### src/rtl/booth_product_accum_if.sv
// ---------------------------------------------------------------------------
// booth_product_accum_if
//   Bundles the two handshakes of the product accumulator: the incoming
//   product stream from the Booth multiplier and the outgoing dot-product
//   result stream.
//
//   Signals
//     prod_valid  producer -> accumulator  prod_data is valid
//     prod_ready  accumulator -> producer  product accepted this cycle
//     prod_data   producer -> accumulator  signed PROD_W product
//     acc_valid   accumulator -> consumer  acc_data holds a completed result
//     acc_ready   consumer -> accumulator  consumer takes the result
//     acc_data    accumulator -> consumer  signed ACC_W saturated sum
//     acc_ovf     accumulator -> consumer  saturation hit during this result
//     term_cnt    accumulator -> consumer  products in the current sum
//
//   Modports
//     master  the environment: drives products, consumes results
//     slave   the accumulator itself
// ---------------------------------------------------------------------------
interface booth_product_accum_if #(
    parameter int PROD_W = 32,
    parameter int ACC_W  = 40,
    parameter int TERMS  = 8
);
    localparam int CNT_W = $clog2(TERMS + 1);

    logic                     prod_valid;
    logic                     prod_ready;
    logic signed [PROD_W-1:0] prod_data;
    logic                     acc_valid;
    logic                     acc_ready;
    logic signed [ACC_W-1:0]  acc_data;
    logic                     acc_ovf;
    logic [CNT_W-1:0]         term_cnt;

    modport master (
        output prod_valid,
        output prod_data,
        output acc_ready,
        input  prod_ready,
        input  acc_valid,
        input  acc_data,
        input  acc_ovf,
        input  term_cnt
    );

    modport slave (
        input  prod_valid,
        input  prod_data,
        input  acc_ready,
        output prod_ready,
        output acc_valid,
        output acc_data,
        output acc_ovf,
        output term_cnt
    );
endinterface

### src/rtl/booth_product_accum.sv
// ---------------------------------------------------------------------------
// booth_product_accum
//   Multiply-accumulate back end for the 16x16 signed Booth multiplier.
//   Sums TERMS signed products into a wider saturating accumulator, then
//   offers the result on a valid/ready handshake and restarts once it has
//   been taken.
//
//   Ports
//     clk    in  rising-edge clock
//     rst_n  in  asynchronous active-low reset
//     clear  in  synchronous abort: drop the partial sum or pending result
//     bus    slave side of booth_product_accum_if
//              prod_valid/prod_ready/prod_data  product stream in
//              acc_valid/acc_ready/acc_data     result stream out
//              acc_ovf                          sticky saturation flag
//              term_cnt                         products in current sum
// ---------------------------------------------------------------------------
module booth_product_accum #(
    parameter int PROD_W = 32,
    parameter int ACC_W  = 40,
    parameter int TERMS  = 8
) (
    input  logic                  clk,
    input  logic                  rst_n,
    input  logic                  clear,
    booth_product_accum_if.slave  bus
);
    localparam int CNT_W = $clog2(TERMS + 1);

    localparam logic signed [ACC_W-1:0] ACC_MAX = {1'b0, {(ACC_W-1){1'b1}}};
    localparam logic signed [ACC_W-1:0] ACC_MIN = {1'b1, {(ACC_W-1){1'b0}}};
    localparam logic [CNT_W-1:0]        LAST_CNT = CNT_W'(TERMS - 1);

    typedef enum logic {
        ACCUM = 1'b0,
        HOLD  = 1'b1
    } state_t;

    // Two same-signed operands whose sum flips sign have overflowed.
    function automatic logic add_ovf(
        input logic signed [ACC_W-1:0] a,
        input logic signed [ACC_W-1:0] b,
        input logic signed [ACC_W-1:0] s
    );
        return (a[ACC_W-1] == b[ACC_W-1]) && (s[ACC_W-1] != a[ACC_W-1]);
    endfunction

    // Saturating add: clamps to the rail in the direction of the operands.
    function automatic logic signed [ACC_W-1:0] sat_add(
        input logic signed [ACC_W-1:0] a,
        input logic signed [ACC_W-1:0] b
    );
        logic signed [ACC_W-1:0] s;
        s = a + b;
        if (add_ovf(a, b, s)) begin
            return a[ACC_W-1] ? ACC_MIN : ACC_MAX;
        end
        return s;
    endfunction

    state_t                  state, state_nx;
    logic signed [ACC_W-1:0] acc_p1, acc_nx;
    logic                    ovf_p1, ovf_nx;
    logic [CNT_W-1:0]        cnt_p1, cnt_nx;

    logic signed [ACC_W-1:0] prod_ext_p0;
    logic signed [ACC_W-1:0] sum_raw_p0;
    logic signed [ACC_W-1:0] sum_sat_p0;
    logic                    sum_ovf_p0;
    logic                    ready;
    logic                    accept;

    // Stage p0: widen the incoming product and form the candidate sum.
    assign prod_ext_p0 = {{(ACC_W-PROD_W){bus.prod_data[PROD_W-1]}}, bus.prod_data};
    assign sum_raw_p0  = acc_p1 + prod_ext_p0;
    assign sum_ovf_p0  = add_ovf(acc_p1, prod_ext_p0, sum_raw_p0);
    assign sum_sat_p0  = sat_add(acc_p1, prod_ext_p0);

    // rst_n gates ready so nothing looks accepted while reset is held.
    assign ready  = rst_n && (state == ACCUM) && !clear;
    assign accept = ready && bus.prod_valid;

    always_comb begin
        state_nx = state;
        acc_nx   = acc_p1;
        ovf_nx   = ovf_p1;
        cnt_nx   = cnt_p1;

        if (clear) begin
            // Abort wins over both an offered product and a result handoff.
            state_nx = ACCUM;
            acc_nx   = '0;
            ovf_nx   = 1'b0;
            cnt_nx   = '0;
        end else begin
            unique case (state)
                ACCUM: begin
                    if (accept) begin
                        acc_nx = sum_sat_p0;
                        ovf_nx = ovf_p1 | sum_ovf_p0;
                        cnt_nx = cnt_p1 + CNT_W'(1);
                        if (cnt_p1 == LAST_CNT) begin
                            state_nx = HOLD;
                        end
                    end
                end
                HOLD: begin
                    if (bus.acc_ready) begin
                        state_nx = ACCUM;
                        acc_nx   = '0;
                        ovf_nx   = 1'b0;
                        cnt_nx   = '0;
                    end
                end
                default: begin
                    state_nx = ACCUM;
                end
            endcase
        end
    end

    // Stage p1: accumulator, flag, count and phase registers.
    always_ff @(posedge clk or negedge rst_n) begin
        if (!rst_n) begin
            state  <= ACCUM;
            acc_p1 <= '0;
            ovf_p1 <= 1'b0;
            cnt_p1 <= '0;
        end else begin
            state  <= state_nx;
            acc_p1 <= acc_nx;
            ovf_p1 <= ovf_nx;
            cnt_p1 <= cnt_nx;
        end
    end

    assign bus.prod_ready = ready;
    assign bus.acc_valid  = (state == HOLD);
    assign bus.acc_data   = acc_p1;
    assign bus.acc_ovf    = ovf_p1;
    assign bus.term_cnt   = cnt_p1;

endmodule

### src/flat_wrapper.sv
// flat-port wrapper written by rule: the top's interface ports become plain ports
module booth_product_accum_flat 
#(
    parameter int PROD_W = 32,
    parameter int ACC_W  = 40,
    parameter int TERMS  = 8
)
  (clk, rst_n, clear, bus_prod_valid, bus_prod_data, bus_acc_ready, bus_prod_ready, bus_acc_valid, bus_acc_data, bus_acc_ovf, bus_term_cnt);
  booth_product_accum_if #(.PROD_W(PROD_W), .ACC_W(ACC_W), .TERMS(TERMS)) bus_i ();
  input  logic clk;
  input  logic rst_n;
  input  logic clear;
  input wire logic [$bits(bus_i.prod_valid)-1:0] bus_prod_valid;
  input wire logic [$bits(bus_i.prod_data)-1:0] bus_prod_data;
  input wire logic [$bits(bus_i.acc_ready)-1:0] bus_acc_ready;
  output wire logic [$bits(bus_i.prod_ready)-1:0] bus_prod_ready;
  output wire logic [$bits(bus_i.acc_valid)-1:0] bus_acc_valid;
  output wire logic [$bits(bus_i.acc_data)-1:0] bus_acc_data;
  output wire logic [$bits(bus_i.acc_ovf)-1:0] bus_acc_ovf;
  output wire logic [$bits(bus_i.term_cnt)-1:0] bus_term_cnt;
  assign bus_i.prod_valid = bus_prod_valid;
  assign bus_i.prod_data = bus_prod_data;
  assign bus_i.acc_ready = bus_acc_ready;
  assign bus_prod_ready = bus_i.prod_ready;
  assign bus_acc_valid = bus_i.acc_valid;
  assign bus_acc_data = bus_i.acc_data;
  assign bus_acc_ovf = bus_i.acc_ovf;
  assign bus_term_cnt = bus_i.term_cnt;
  booth_product_accum #(.PROD_W(PROD_W), .ACC_W(ACC_W), .TERMS(TERMS)) u_core (.clk(clk), .rst_n(rst_n), .clear(clear), .bus(bus_i));
endmodule
### config.mk
export PLATFORM = sky130hd
export DESIGN_NAME = booth_product_accum_flat
export DESIGN_NICKNAME = d
export VERILOG_FILES = /design/src/rtl/booth_product_accum_if.sv /design/src/rtl/booth_product_accum.sv /design/src/flat_wrapper.sv
export SDC_FILE = /design/constraint.sdc
export NUM_CORES = 1
export LEC_CHECK = 0
export ABC_AREA = 1
export CAP_MARGIN = 20
export CORE_ASPECT_RATIO = 1.75
export CORE_MARGIN = 3
export CORE_UTILIZATION = 45
export CTS_CLUSTER_DIAMETER = 50
export DETAILED_ROUTE_END_ITERATION = 10
export HOLD_SLACK_MARGIN = 0.15
export PLACE_DENSITY = 0.76
export SYNTH_ARGS = -nofsm -noshare
export SYNTH_HDL_FRONTEND = slang
export SYNTH_SLANG_ARGS = --single-unit
### constraint.sdc
create_clock -name clk -period 2.1 [get_ports clk]
set_clock_uncertainty 0.2 [all_clocks]
set_input_delay 0.42 -clock clk [delete_from_list [all_inputs] [get_ports clk]]
set_output_delay 0.42 -clock clk [all_outputs]
set_load 0.005 [all_outputs]
* Yosys cells after proc, flatten, opt, wreduce, memory -nomap -nowiden
Cells that the tools add are included.
W data, S select, Z words.
** Storage, ports and cells
- RAM bits :: 0
- Bits in latches :: 0
- Memory bits (read-only) :: 0
- Bits of input ports :: 37
- Flip-flop bits (word level) :: 46
- Memories :: 0
- Output and inout port bits :: 47
** Operators by class
- Eq/ne operators :: 5
- Divide/modulo/power cells :: 0
- Add/sub/neg operators :: 2
- Multipliers :: 0
- Muxes and demuxes :: 21
- Reductions and logical operators :: 6
- Order comparisons :: 0
- Shift operators :: 0
- Bitwise operators :: 2
** Operator list (count)
- $mux W40 :: 6
- $pmux W40 S2 :: 1
- $add A40 B32 Y40 :: 1
- $mux W4 :: 3
- $mux W1 :: 8
- $pmux W4 S2 :: 1
- $add A4 B1 Y4 const B :: 1
- $eq A4 B3 Y1 const B :: 1
- $logic_and A1 B1 Y1 :: 4
- $pmux W1 S2 :: 2
- $ne A3 B2 Y1 const B :: 1
- $ne A3 B3 Y1 const B :: 1
- $reduce_and A2 Y1 :: 1
- $eq A1 B1 Y1 :: 1
- $logic_not A1 Y1 :: 1
- $ne A1 B1 Y1 :: 1
- $not A1 Y1 :: 1
- $or A1 B1 Y1 :: 1

* Depth between registers and ports, before layout
Gate-level depths: netlist of the first run.
- Depth after elaboration :: 8
- Depth in mapped cells :: 18
- Gate-level depth less buffers :: 17

* Worst setup path before layout of the first run
Ideal clock, no wire load.
- Path type :: input-to-reg
- Start point :: in bus_prod_data[0]
- End point :: reg u_core.acc_p1[32], in the netlist u_core.bus.acc_data[32]
- Stages on the path :: 15
- Data arrival time :: 2.015 ns
- Library setup time :: 0.116 ns
- Data required time :: 1.784 ns
- Path buffers :: 0
- Path slack :: -0.231 ns
- Path through :: ha_1 > inv_1 > fa_1 > o21bai_1 > nand2_1 > nand2_1 > nand2_1 > nand2_1 > nand2_1 > nand2_1 > nand2_1 > nand2_1 > nand2_2 > nand2_1 > nand2_1
** On the way
- Longest elaborated chain between the ends :: 8
** RTL lines
- from (decl) :: line flat_wrapper.sv:14 : input wire logic [$bits(bus_i.prod_data)-1:0] bus_prod_data;
- $add A40 B32 Y40 (*) :: line booth_product_accum.sv:54 : s = a + b;
- $ne A1 B1 Y1 :: line booth_product_accum.sv:45 : return (a[ACC_W-1] == b[ACC_W-1]) && (s[ACC_W-1] != a[ACC_W-1]);
- $logic_and A1 B1 Y1 :: line booth_product_accum.sv:45
- $mux W1 :: line booth_product_accum.sv:55 : if (add_ovf(a, b, s)) begin
- $mux W40 (*) :: line booth_product_accum.sv:58 : return s;
- $mux W40 (*) :: line booth_product_accum.sv:98 : if (accept) begin
- $pmux W40 S2 (*) :: line booth_product_accum.sv:96 : unique case (state)
- $mux W40 (*) :: line booth_product_accum.sv:89 : if (clear) begin
- to (signal assigned) :: line booth_product_accum.sv:131 : acc_p1 <= acc_nx;
- to (decl) :: line booth_product_accum.sv:62 : logic signed [ACC_W-1:0] acc_p1, acc_nx;
Every way passes the cells marked *; elsewhere a longest branch is shown, timed or not. The select of a mux whose other input is x is not followed.
A chain may end at the register's enable or synchronous reset.

* Final worst setup path of the first run
- Start point :: reg u_core.acc_p1[2], in the netlist u_core.bus.acc_data[2]
- End point :: reg u_core.acc_p1[26], in the netlist u_core.bus.acc_data[26]
** On the way
- Longest elaborated chain between the ends :: 8
** RTL lines (line)
- $add A40 B32 Y40 (*) :: booth_product_accum.sv:54
- $ne A1 B1 Y1 :: booth_product_accum.sv:45
- $logic_and A1 B1 Y1 :: booth_product_accum.sv:45
- $mux W1 :: booth_product_accum.sv:55
- $mux W40 (*) :: booth_product_accum.sv:58
- $mux W40 (*) :: booth_product_accum.sv:98
- $pmux W40 S2 (*) :: booth_product_accum.sv:96
- $mux W40 (*) :: booth_product_accum.sv:89
Marked as above.

==> results.toml, run 1 <==
[route]
via_per_inst = 5.32
first_iter_violations = 419
routedWlPerCell_um = 16.9
ant_nets = 0
routed_wl_um = 21700
drt-pass1-iter-count = 5
vias = 6832
drc = 0

[pwr]
pwr_density_cell_nw_per_um2 = 529
fin_total_pwr_mw = 4.78
vdd_drop_max_mv = 0.395
p_leak_nw = 4.82

[cts]
cts_tree = "done"
clockBufferDepth = 2
htreeDepth = 2
clock_sinks = 46
clk_pin_slew_ns = 0.08
cts_made_buffers = 5
hold_buffers = 0
cts_root_buffer = "clkbuf_16"
clk-insertion-delay-late_ns = 0.30

[die]
die_w_um = 86.5
num_rows = 50
boundaryPins = 84
dieArea_um2 = 12700
fp.dieH_um = 147
start_util_pct = 46.8
core_area_um2 = 10900

[run_status]
violations = "negative setup slack"
outcome = "complete, but fails checks"

[finish]
drive_above_1_share_pct = 38.2
final_cell_mix = "308 x nand2_1, 205 x buf_4, 113 x inv_1"
final_nets = 1231
multi_input_area_um2 = 4540
num-fill-cells = 667
synthToLayoutAreaGrowth_pct = 77.2
ff_latch_area_um2 = 1150
antenna_cells = 0
final_common_cell = "nand2_1"
final_cell_area_um2 = 9030

[placed_design]
hpwl_um = 14400
placed_cell_area_um2 = 7890
pre_cts_slack_ns = -0.880
place.gp.congestion = 0.971
portBuffers = 83

[setup_path]
criticalPathCategory = "register to register"
path_depth = 12
crit_top_cell = "nand2_1"
cpLargestDelayFamily = "simple AND/OR/NAND/NOR gates"
cp.buffers_inverters = 0
cp_slowest_cell = "dfrtp_1"
critPathLaunchType = "register"
slowest_delay_ns = 0.43
r2r_cells = 12
critical_path_arrival_ns = 2.46
critPathCaptureType = "register"
cp_cell_sequence = "ha_4 > nand2_1 > nor2_2 > nand2_1 > o211ai_1 > nand4_1 > nand2_1 > nand2_1 > nand2_1 > nand2_1 > nand2_1 > nand2_1"
cp_max_fo = 5
worstPathRequired_ns = 2.09

[synth]
synth_cell_types = 40
netlist_instances = 853
syn_area_per_cell_um2 = 5.98
yosysSeqAreaShare_pct = 22.6
synthesis.area_um2 = 5100
ys_seq_elements = 46
ys_warn_count = 0
syn_nets = 931

[timing]
period_needed_ns = 2.46
hold_slack_ns = 0.137
rsz0062_at_grt = "yes"
finalHoldViolations = 0
fmax_mhz = 406
drv_slew = 0
setup_viol = 41
setup_slack_ns = -0.361
post-route-period-util_pct = 117
worst_pin_slew_ns = 0.653
slew_headroom_pct = 56.4

[min_path]
hold_class = "primary input to asynchronous set/reset pin"

[global_routing]
antenna_found_initial = 0
grtUsageTotal_pct = 31.0
grt_pass1_wl_um = 31400
grt_pass1_vias = 6753
overflow = 0
grt_max_degree = 47

[flow_run]
maxCapViolCount = 0
[synthesized netlist by cell type, drive strengths merged]
cell	n	area, µm²
nor3	2	15.0
nand3b	8	60.1
a21oi	40	223
o21bai	8	60.1
dfrtp	46	1150
inv	122	463
o211ai	1	7.51
fa	1	20.0
mux2i	1	10.0
a21o	1	7.51
ha	40	500
xnor2	2	17.5
nor3b	1	7.51
clkbuf	3	11.3
a31oi	2	12.5
nand2	388	1540
nor4	1	6.26
nor2	82	318
and2	2	12.5
xor2	19	166
a211oi	1	7.51
o21a	2	15.0
o21ai	35	175
nand4	7	43.8
nand3	30	173
buf	8	73.8
[path summary, 6_finish.rpt]
kind,start,to,slack [ns]
max,u_core.bus.acc_data[2]$_DFFE_PN0P_,u_core.bus.acc_data[26]$_DFFE_PN0P_,-0.36
min,rst_n,u_core.bus.acc_data[24]$_DFFE_PN0P_,0.14
max reg2reg,u_core.bus.acc_data[2]$_DFFE_PN0P_,u_core.bus.acc_data[26]$_DFFE_PN0P_,-0.36
min reg2reg,u_core.bus.term_cnt[0]$_DFFE_PN0P_,u_core.bus.term_cnt[0]$_DFFE_PN0P_,0.34
max in group asynchronous,rst_n,u_core.bus.acc_data[32]$_DFFE_PN0P_,1.11
min in group clk,u_core.bus.term_cnt[0]$_DFFE_PN0P_,u_core.bus.term_cnt[0]$_DFFE_PN0P_,0.34
[area by class of cell]
type / instances / share of cell area, %
timing repair buffer: 298 / 28.0
sequential: 46 / 12.8
clock inverter: 1 / 0.0554
multi-input combinational: 677 / 50.2
tap: 130 / 1.80
inverter: 122 / 5.29
timing repair inverter: 3 / 0.346
clock buffer: 7 / 1.58
[registers in the layout, indices dropped and copies added (netlist names)]
signal                flops
u_core.bus.acc_data      40
u_core.bus.acc_ovf        1
u_core.bus.acc_valid      1
u_core.bus.term_cnt       4
[kinds of logic after synthesis]
kind of cell    Yosys count  share of synthesized area, %
compound gates           90                          9.97
xor+xnor                 21                          3.61
fa+ha+maj                41                          10.2
buf+inv                 133                          10.8
flops                    46                          22.6
mux                       1                         0.196
simple gates            521                          42.7
[metal layers]
metal	share of wire, %	wire (µm)	GRT usage, %	vias up
met5	0	0	0	-
met1	34	7380	30.6	3165
met4	8.6	1860	22.0	0
li1	-	-	-	3251
met2	53	11400	57.3	281
met3	4.8	1030	3.93	135
[through the flow]
step	util (%)	setup TNS, ns	cells
floorplan	-	-1.43	853
global placement	72.5	-31.58	1231
detailed placement	72.5	-33.07	1231
CTS	78.5	-7.42	1265
global route	83.0	-15.12	1284
finish	83.0	-11.05	1284
[power by group]
part	switching, mW	leakage (nW)	internal, mW	total [mW]
logic	1.47	4.12	1.38	2.86
clock network	0.387	0.0739	0.475	0.861
registers	0.0926	0.621	0.968	1.06
[repair_timing]
item                                    in CTS  in global routing
pin swaps                                   49                 56
setup buffers                               21                 14
cloned                                       5                  5
endpoints found under the setup margin      42                 42
gates resized for setup                    129                 83
Note: power is estimated with default switching activity, not from simulation.
==> inputs of run 2 (changes only) <==
--- a/config.mk
+++ b/config.mk
@@ -11,9 +11,11 @@
 export CORE_MARGIN = 3
 export CORE_UTILIZATION = 45
 export CTS_CLUSTER_DIAMETER = 50
+export CTS_CLUSTER_SIZE = 24
 export DETAILED_ROUTE_END_ITERATION = 10
 export HOLD_SLACK_MARGIN = 0.15
 export PLACE_DENSITY = 0.76
+export SKIP_LAST_GASP = 1
 export SYNTH_ARGS = -nofsm -noshare
 export SYNTH_HDL_FRONTEND = slang
 export SYNTH_SLANG_ARGS = --single-unit
==> run 2 against run 1 <==
Compared with the run above:
- the run still ends with negative setup slack left
- flip-flop and latch count did not move
- via count shrank 1.1%
- fmax is 2.6% higher
- non-clock buffer count rose by 2
- final cell count barely moved
- routed wire length down 3.1%
- setup slack improved by 0.062 ns
- count of clock-buffer cells in the layout unchanged
- total power shrank 1.6%
- first-iteration DRC count decreased by 18%
- sequential share of layout area increased by 0.13 points
- utilization down 0.85 points
- critical endpoint is now u_core.bus.acc_data[37]$_DFFE_PN0P_
==> results.toml, run 2 (synthesized netlist as in run 1, its figures left out) <==
[setup_path]
critPathCaptureType = "register"
r2r_cells = 17
rr_endpoint = "u_core.bus.acc_data[37]$_DFFE_PN0P_"
criticalPathCategory = "register to register"
critPathLaunchType = "register"
worstPathRequired_ns = 2.10
rr_startpoint = "u_core.bus.acc_data[8]$_DFFE_PN0P_"
cp_max_fo = 7
critical_path_arrival_ns = 2.39
reg2reg_setup_slack_ns = -0.30

[timing]
setup_viol = 41
rsz0062_at_grt = "yes"
finalHoldViolations = 0
period_needed_ns = 2.40
post-route-period-util_pct = 114
drv_slew = 0
worst_pin_slew_ns = 0.652
setup_tns_ns = -10.28
fmax_mhz = 417
slew_headroom_pct = 56.5
setup_slack_ns = -0.299

[finish]
post-route-util_pct = 82.1
antenna_cells = 0
final_cell_mix = "318 x nand2_1, 206 x buf_4, 115 x inv_1"
final_cell_area_um2 = 8940
num-fill-cells = 701
synthToLayoutAreaGrowth_pct = 75.4
drive_above_1_share_pct = 36.6
final_cells = 1285
largest_register_ffs = 40
final_common_cell = "nand2_1"
final_nets = 1232

[placed_design]
place.gp.congestion = 0.971
placed_cells = 1231
placed_cell_area_um2 = 7890
portBuffers = 83
hpwl_um = 14400

[cts]
htreeDepth = 2
cts_root_buffer = "clkbuf_16"
clk-insertion-delay-late_ns = 0.30
clock_sinks = 46
cts_made_buffers = 5
clockBufferDepth = 2
cts_tree = "done"
clk_pin_slew_ns = 0.07

[route]
first_iter_violations = 342
via_per_inst = 5.26
routedWlPerCell_um = 16.3
routed_wl_um = 21000
ant_nets = 0
drc = 0
drt-pass1-iter-count = 5
vias = 6759

[pwr]
p_comb_share_pct = 59.2
switching_share_pct = 40.2
p_seq_share_pct = 22.6
fin_total_pwr_mw = 4.70
pwr-share-clk_pct = 18.3
p_sw_mw = 1.89
pwr_density_cell_nw_per_um2 = 526
vdd_drop_max_mv = 0.377
internal_power_mw = 2.81
p_leak_nw = 4.78

[die]
dieArea_um2 = 12700
core_area_um2 = 10900
fp.dieH_um = 147
die_w_um = 86.5
boundaryPins = 84
num_rows = 50
start_util_pct = 46.8

[run_status]
outcome = "complete, but fails checks"
violations = "negative setup slack"

[global_routing]
overflow = 0
grt_pass1_wl_um = 31100
grt_pass1_vias = 6729
antenna_found_initial = 0
grtUsageTotal_pct = 30.7
grt_max_degree = 47

[min_path]
hold_class = "primary input to asynchronous set/reset pin"

[flow_run]
maxCapViolCount = 0
run 2: critical path, cell delays in order (launching register included):
cell and delay [ns]:
dfrtp_1 0.41, ha_4 0.31, nand2_1 0.05, nand2_1 0.08, nand2_1 0.08, nand2_2 0.09
nand2_2 0.06, nand2_2 0.07, nand2_2 0.07, nand3_4 0.09, nand2_4 0.08, nand3_4 0.15
buf_12 0.13, nand2_8 0.11, inv_6 0.12, nand2_1 0.06, nand2_1 0.06, nand2_1 0.04
run 2: metal layers:
metal / GRT usage [%] / part of all wire [%] / vias up
met5: 0 / 0 / -
met4: 21.5 / 8.2 / 0
met3: 3.59 / 4.3 / 120
met2: 56.6 / 53 / 254
met1: 30.7 / 35 / 3129
li1: - / - / 3256
run 2: worst max-delay path by stage:
stage | cells past startpoint | end | start | slack [ns]
2_1_floorplan | 13 | u_core.bus.acc_data[27]$_DFFE_PN0P_ | bus_prod_data[24] | -0.06
3_3_place_gp | 14 | u_core.bus.acc_data[20]$_DFFE_PN0P_ | bus_prod_data[31] | -0.81
3_5_place_dp | 12 | u_core.bus.acc_data[20]$_DFFE_PN0P_ | bus_prod_data[31] | -0.88
4_1_cts | 17 | u_core.bus.acc_data[35]$_DFFE_PN0P_ | u_core.bus.acc_data[8]$_DFFE_PN0P_ | -0.21
5_1_grt | 15 | u_core.bus.acc_data[33]$_DFFE_PN0P_ | bus_prod_data[31] | -0.44
6_report | 17 | u_core.bus.acc_data[37]$_DFFE_PN0P_ | u_core.bus.acc_data[8]$_DFFE_PN0P_ | -0.30
run 2: per-stage QoR:
stage,hold slack [ns],setup slack (ns)
after global routing,0.181,-0.442
final,0.141,-0.299
after CTS,0.170,-0.209
after detailed placement,0.311,-0.880
after floorplan,-0.0756,-0.0621
after global placement,0.296,-0.811
run 2: cell type report:
type,count,area [µm²],area share [%]
Clock buffer,7,143,1.60
Tap cell,130,163,1.82
Timing Repair Buffer,300,2540,28.4
Clock inverter,1,5.00,0.0560
Timing Repair inverter,3,31.3,0.350
Sequential cell,46,1150,12.9
Multi-Input combinational cell,676,4430,49.5
Inverter,122,478,5.35
run 2: what timing repair did:
item                                    CTS  global route
endpoints found under the setup margin   42            41
gates cloned                              5             4
hold buffers                              0             0
pin swaps                                49            50
buffers inserted                         21            16
resized for setup                       119            65
run 2: power groups by stage:
| stage | registers (mW) | clock network, mW | logic [mW] |
|---|---|---|---|
| after global routing | 1.07 | 0.889 | 2.99 |
| after CTS | 1.06 | 0.866 | 2.53 |
| after detailed placement | 1.07 | 0 | 2.27 |
| final | 1.06 | 0.859 | 2.78 |
| after global placement | 1.07 | 0 | 2.24 |
| after floorplan | 1.08 | 0 | 1.18 |
==> variant, RTL diff (settings of run 2) <==
`TERMS` is set to 8 in 3 places; all go to 4.
--- a/src/rtl/booth_product_accum_if.sv
+++ b/src/rtl/booth_product_accum_if.sv
@@ -21,7 +21,7 @@
 interface booth_product_accum_if #(
     parameter int PROD_W = 32,
     parameter int ACC_W  = 40,
-    parameter int TERMS  = 8
+    parameter int TERMS  = 4
 );
     localparam int CNT_W = $clog2(TERMS + 1);
 
--- a/src/rtl/booth_product_accum.sv
+++ b/src/rtl/booth_product_accum.sv
@@ -18,7 +18,7 @@
 module booth_product_accum #(
     parameter int PROD_W = 32,
     parameter int ACC_W  = 40,
-    parameter int TERMS  = 8
+    parameter int TERMS  = 4
 ) (
     input  logic                  clk,
     input  logic                  rst_n,
--- a/src/flat_wrapper.sv
+++ b/src/flat_wrapper.sv
@@ -3,7 +3,7 @@
 #(
     parameter int PROD_W = 32,
     parameter int ACC_W  = 40,
-    parameter int TERMS  = 8
+    parameter int TERMS  = 4
 )
   (clk, rst_n, clear, bus_prod_valid, bus_prod_data, bus_acc_ready, bus_prod_ready, bus_acc_valid, bus_acc_data, bus_acc_ovf, bus_term_cnt);
   booth_product_accum_if #(.PROD_W(PROD_W), .ACC_W(ACC_W), .TERMS(TERMS)) bus_i ();
Interface: changed (resized bus_term_cnt); port bits go from 84 to 83. The function was not compared with the original's and may differ.
==> variant against run 2 <==
  * The run still ends with negative setup slack left
  * Routed wire length barely moved
  * Setup slack got worse by 0.10 ns
  * Area after synthesis rose by 2.3%
  * Die area rose by 2.2%
  * Design area fell by 0.57%
  * Via count rose by 1.7%
  * Critical path depth fell by 2
  * Total power rose by 2.0%
  * Count of clock-buffer cells in the layout fell by 2
  * Sequential cell count fell by 1
  * Highest routed layer unchanged
==> variant: results (changes against run 2) <==
[route]
first_iter_violations=438  ; was 342
drt-pass1-iter-count=7  ; was 5
wl_um=21000  ; about the same

[critical_path]
cp.arrival_ns=2.49  ; was 2.39 ns
cpPeakStageDelay_ns=0.44  ; was 0.41 ns
worstReg2RegEnd=u_core.bus.acc_data[1]$_DFFE_PN0P_  ; was u_core.bus.acc_data[37]$_DFFE_PN0P_
reg2reg_depth=15  ; was 17
r2r-start=u_core.bus.acc_data[34]$_DFFE_PN0P_  ; was u_core.bus.acc_data[8]$_DFFE_PN0P_

[place]
hpwl_um=14700  ; was 14400 um
dpl_worst_slack_ns=-0.843  ; was -0.880 ns
routabilityCongestion=0.974  ; was 0.971
port_buffers=82  ; was 83

[global_routing]
grt_usage_pct=30.8  ; was 30.7%
grt_max_degree=46  ; was 47
grt_pass1_wl_um=31800  ; was 31100 um

[timing]
fin_hold_ws_ns=0.326  ; was 0.141 ns
setup_violations=41  ; unchanged
tightest_slew_ns=0.656  ; was 0.652 ns
setup_ws_ns=-0.403  ; was -0.299 ns

[synth]
netlist_top_cells_area=nand2_1, dfrtp_1, inv_1  ; was nand2_1, dfrtp_1, ha_1
syn-num-nets=1004  ; was 931
synth_common_cells=nand2_1, inv_1, nor2_1  ; unchanged
ys_seq_area_share_pct=21.6  ; was 22.6%

[power_and_ir_drop]
power.static_leakage_uw=0.00496  ; was 0.00478 uW
p_int_uw=2930  ; was 2810 uW

[finish]
final_layout_size_suffix_gt1_share_pct=30.4  ; was 36.6%
fillerInstances=816  ; was 701

[status]
status=finished, violations left  ; unchanged
violations=negative setup slack  ; unchanged

variant: changes by cell type after synthesis, moves of 5 or more:
cell and change:
nand2_1 +96, inv_1 +34, o21ai_0 -26, xor2_1 -17
xnor2_1 +15, a21oi_1 -13, nand2_2 +6, o21bai_1 -6
nor2_1 -5
variant: cells by family (layout without fill, tap and decap cells):
logic type,Yosys count,count (layout),synth area share [%]
AND/OR/NAND/NOR,616,616,48.2
buffers and inverters,165,451,12.6
flip-flops,45,45,21.6
adder cells (fa/ha/maj),42,42,10.2
AO/OA/AOI/OAI,38,38,4.17
XOR/XNOR,19,19,3.19
variant: cell type report:
| cell class | instances | share of cell area (%) |
|---|---|---|
| multi-input cells | 715 | 48.4 |
| inverters | 153 | 6.49 |
| clock inverters | 3 | 0.521 |
| flip-flops and latches | 45 | 12.7 |
| clock buffers | 5 | 1.41 |
| repair buffers | 290 | 28.6 |
| well taps | 132 | 1.86 |
variant: worst max-delay path by stage:
stage,start,slack [ns],to,cells after the start
6_report,u_core.bus.acc_data[34]$_DFFE_PN0P_,-0.40,u_core.bus.acc_data[1]$_DFFE_PN0P_,15
2_1_floorplan,bus_prod_data[23],-0.08,u_core.bus.acc_data[25]$_DFFE_PN0P_,14
5_1_grt,u_core.bus.acc_data[34]$_DFFE_PN0P_,-0.50,u_core.bus.acc_data[13]$_DFFE_PN0P_,15
4_1_cts,u_core.bus.acc_data[24]$_DFFE_PN0P_,-0.28,u_core.bus.acc_data[17]$_DFFE_PN0P_,15
3_3_place_gp,bus_prod_data[31],-0.76,u_core.bus.acc_data[1]$_DFFE_PN0P_,13
3_5_place_dp,bus_prod_data[31],-0.84,u_core.bus.acc_data[37]$_DFFE_PN0P_,13
variant: per-layer routing:
metal  share of wire [%]  wire, um  GRT usage [%]
met1                  35      7410           32.4
met2                  53     11100           58.0
met3                 5.0      1050           2.38
met4                 6.9      1440           16.7
met5                   0         0              0
variant: per-stage QoR:
stage / setup TNS [ns] / std cells / instance area (sq um)
floorplan: -1.14 / 925 / 5670
global placement: -30.12 / 1291 / 7870
detailed placement: -32.84 / 1291 / 7870
CTS: -10.31 / 1334 / 8630
global route: -18.07 / 1343 / 8890
finish: -13.60 / 1343 / 8890
variant: worst reg2reg max path: cells and delay by family, from the launching register on:
family / cells / cell delay (ns)
adders and majority gates: 1 / 0.29
AOI/OAI and AO/OA: 1 / 0.09
and+or+nand+nor: 9 / 0.90
buffers and inverters: 4 / 0.47
DFF: 1 / 0.44
variant: what timing repair did:
action	4_1_cts	5_1_grt
buffers inserted	32	13
pin swaps	41	27
hold buffers	1	0
gates resized for setup	94	57
hold endpoints to repair	45	0
cloned	3	3
endpoints found under the setup margin	42	41
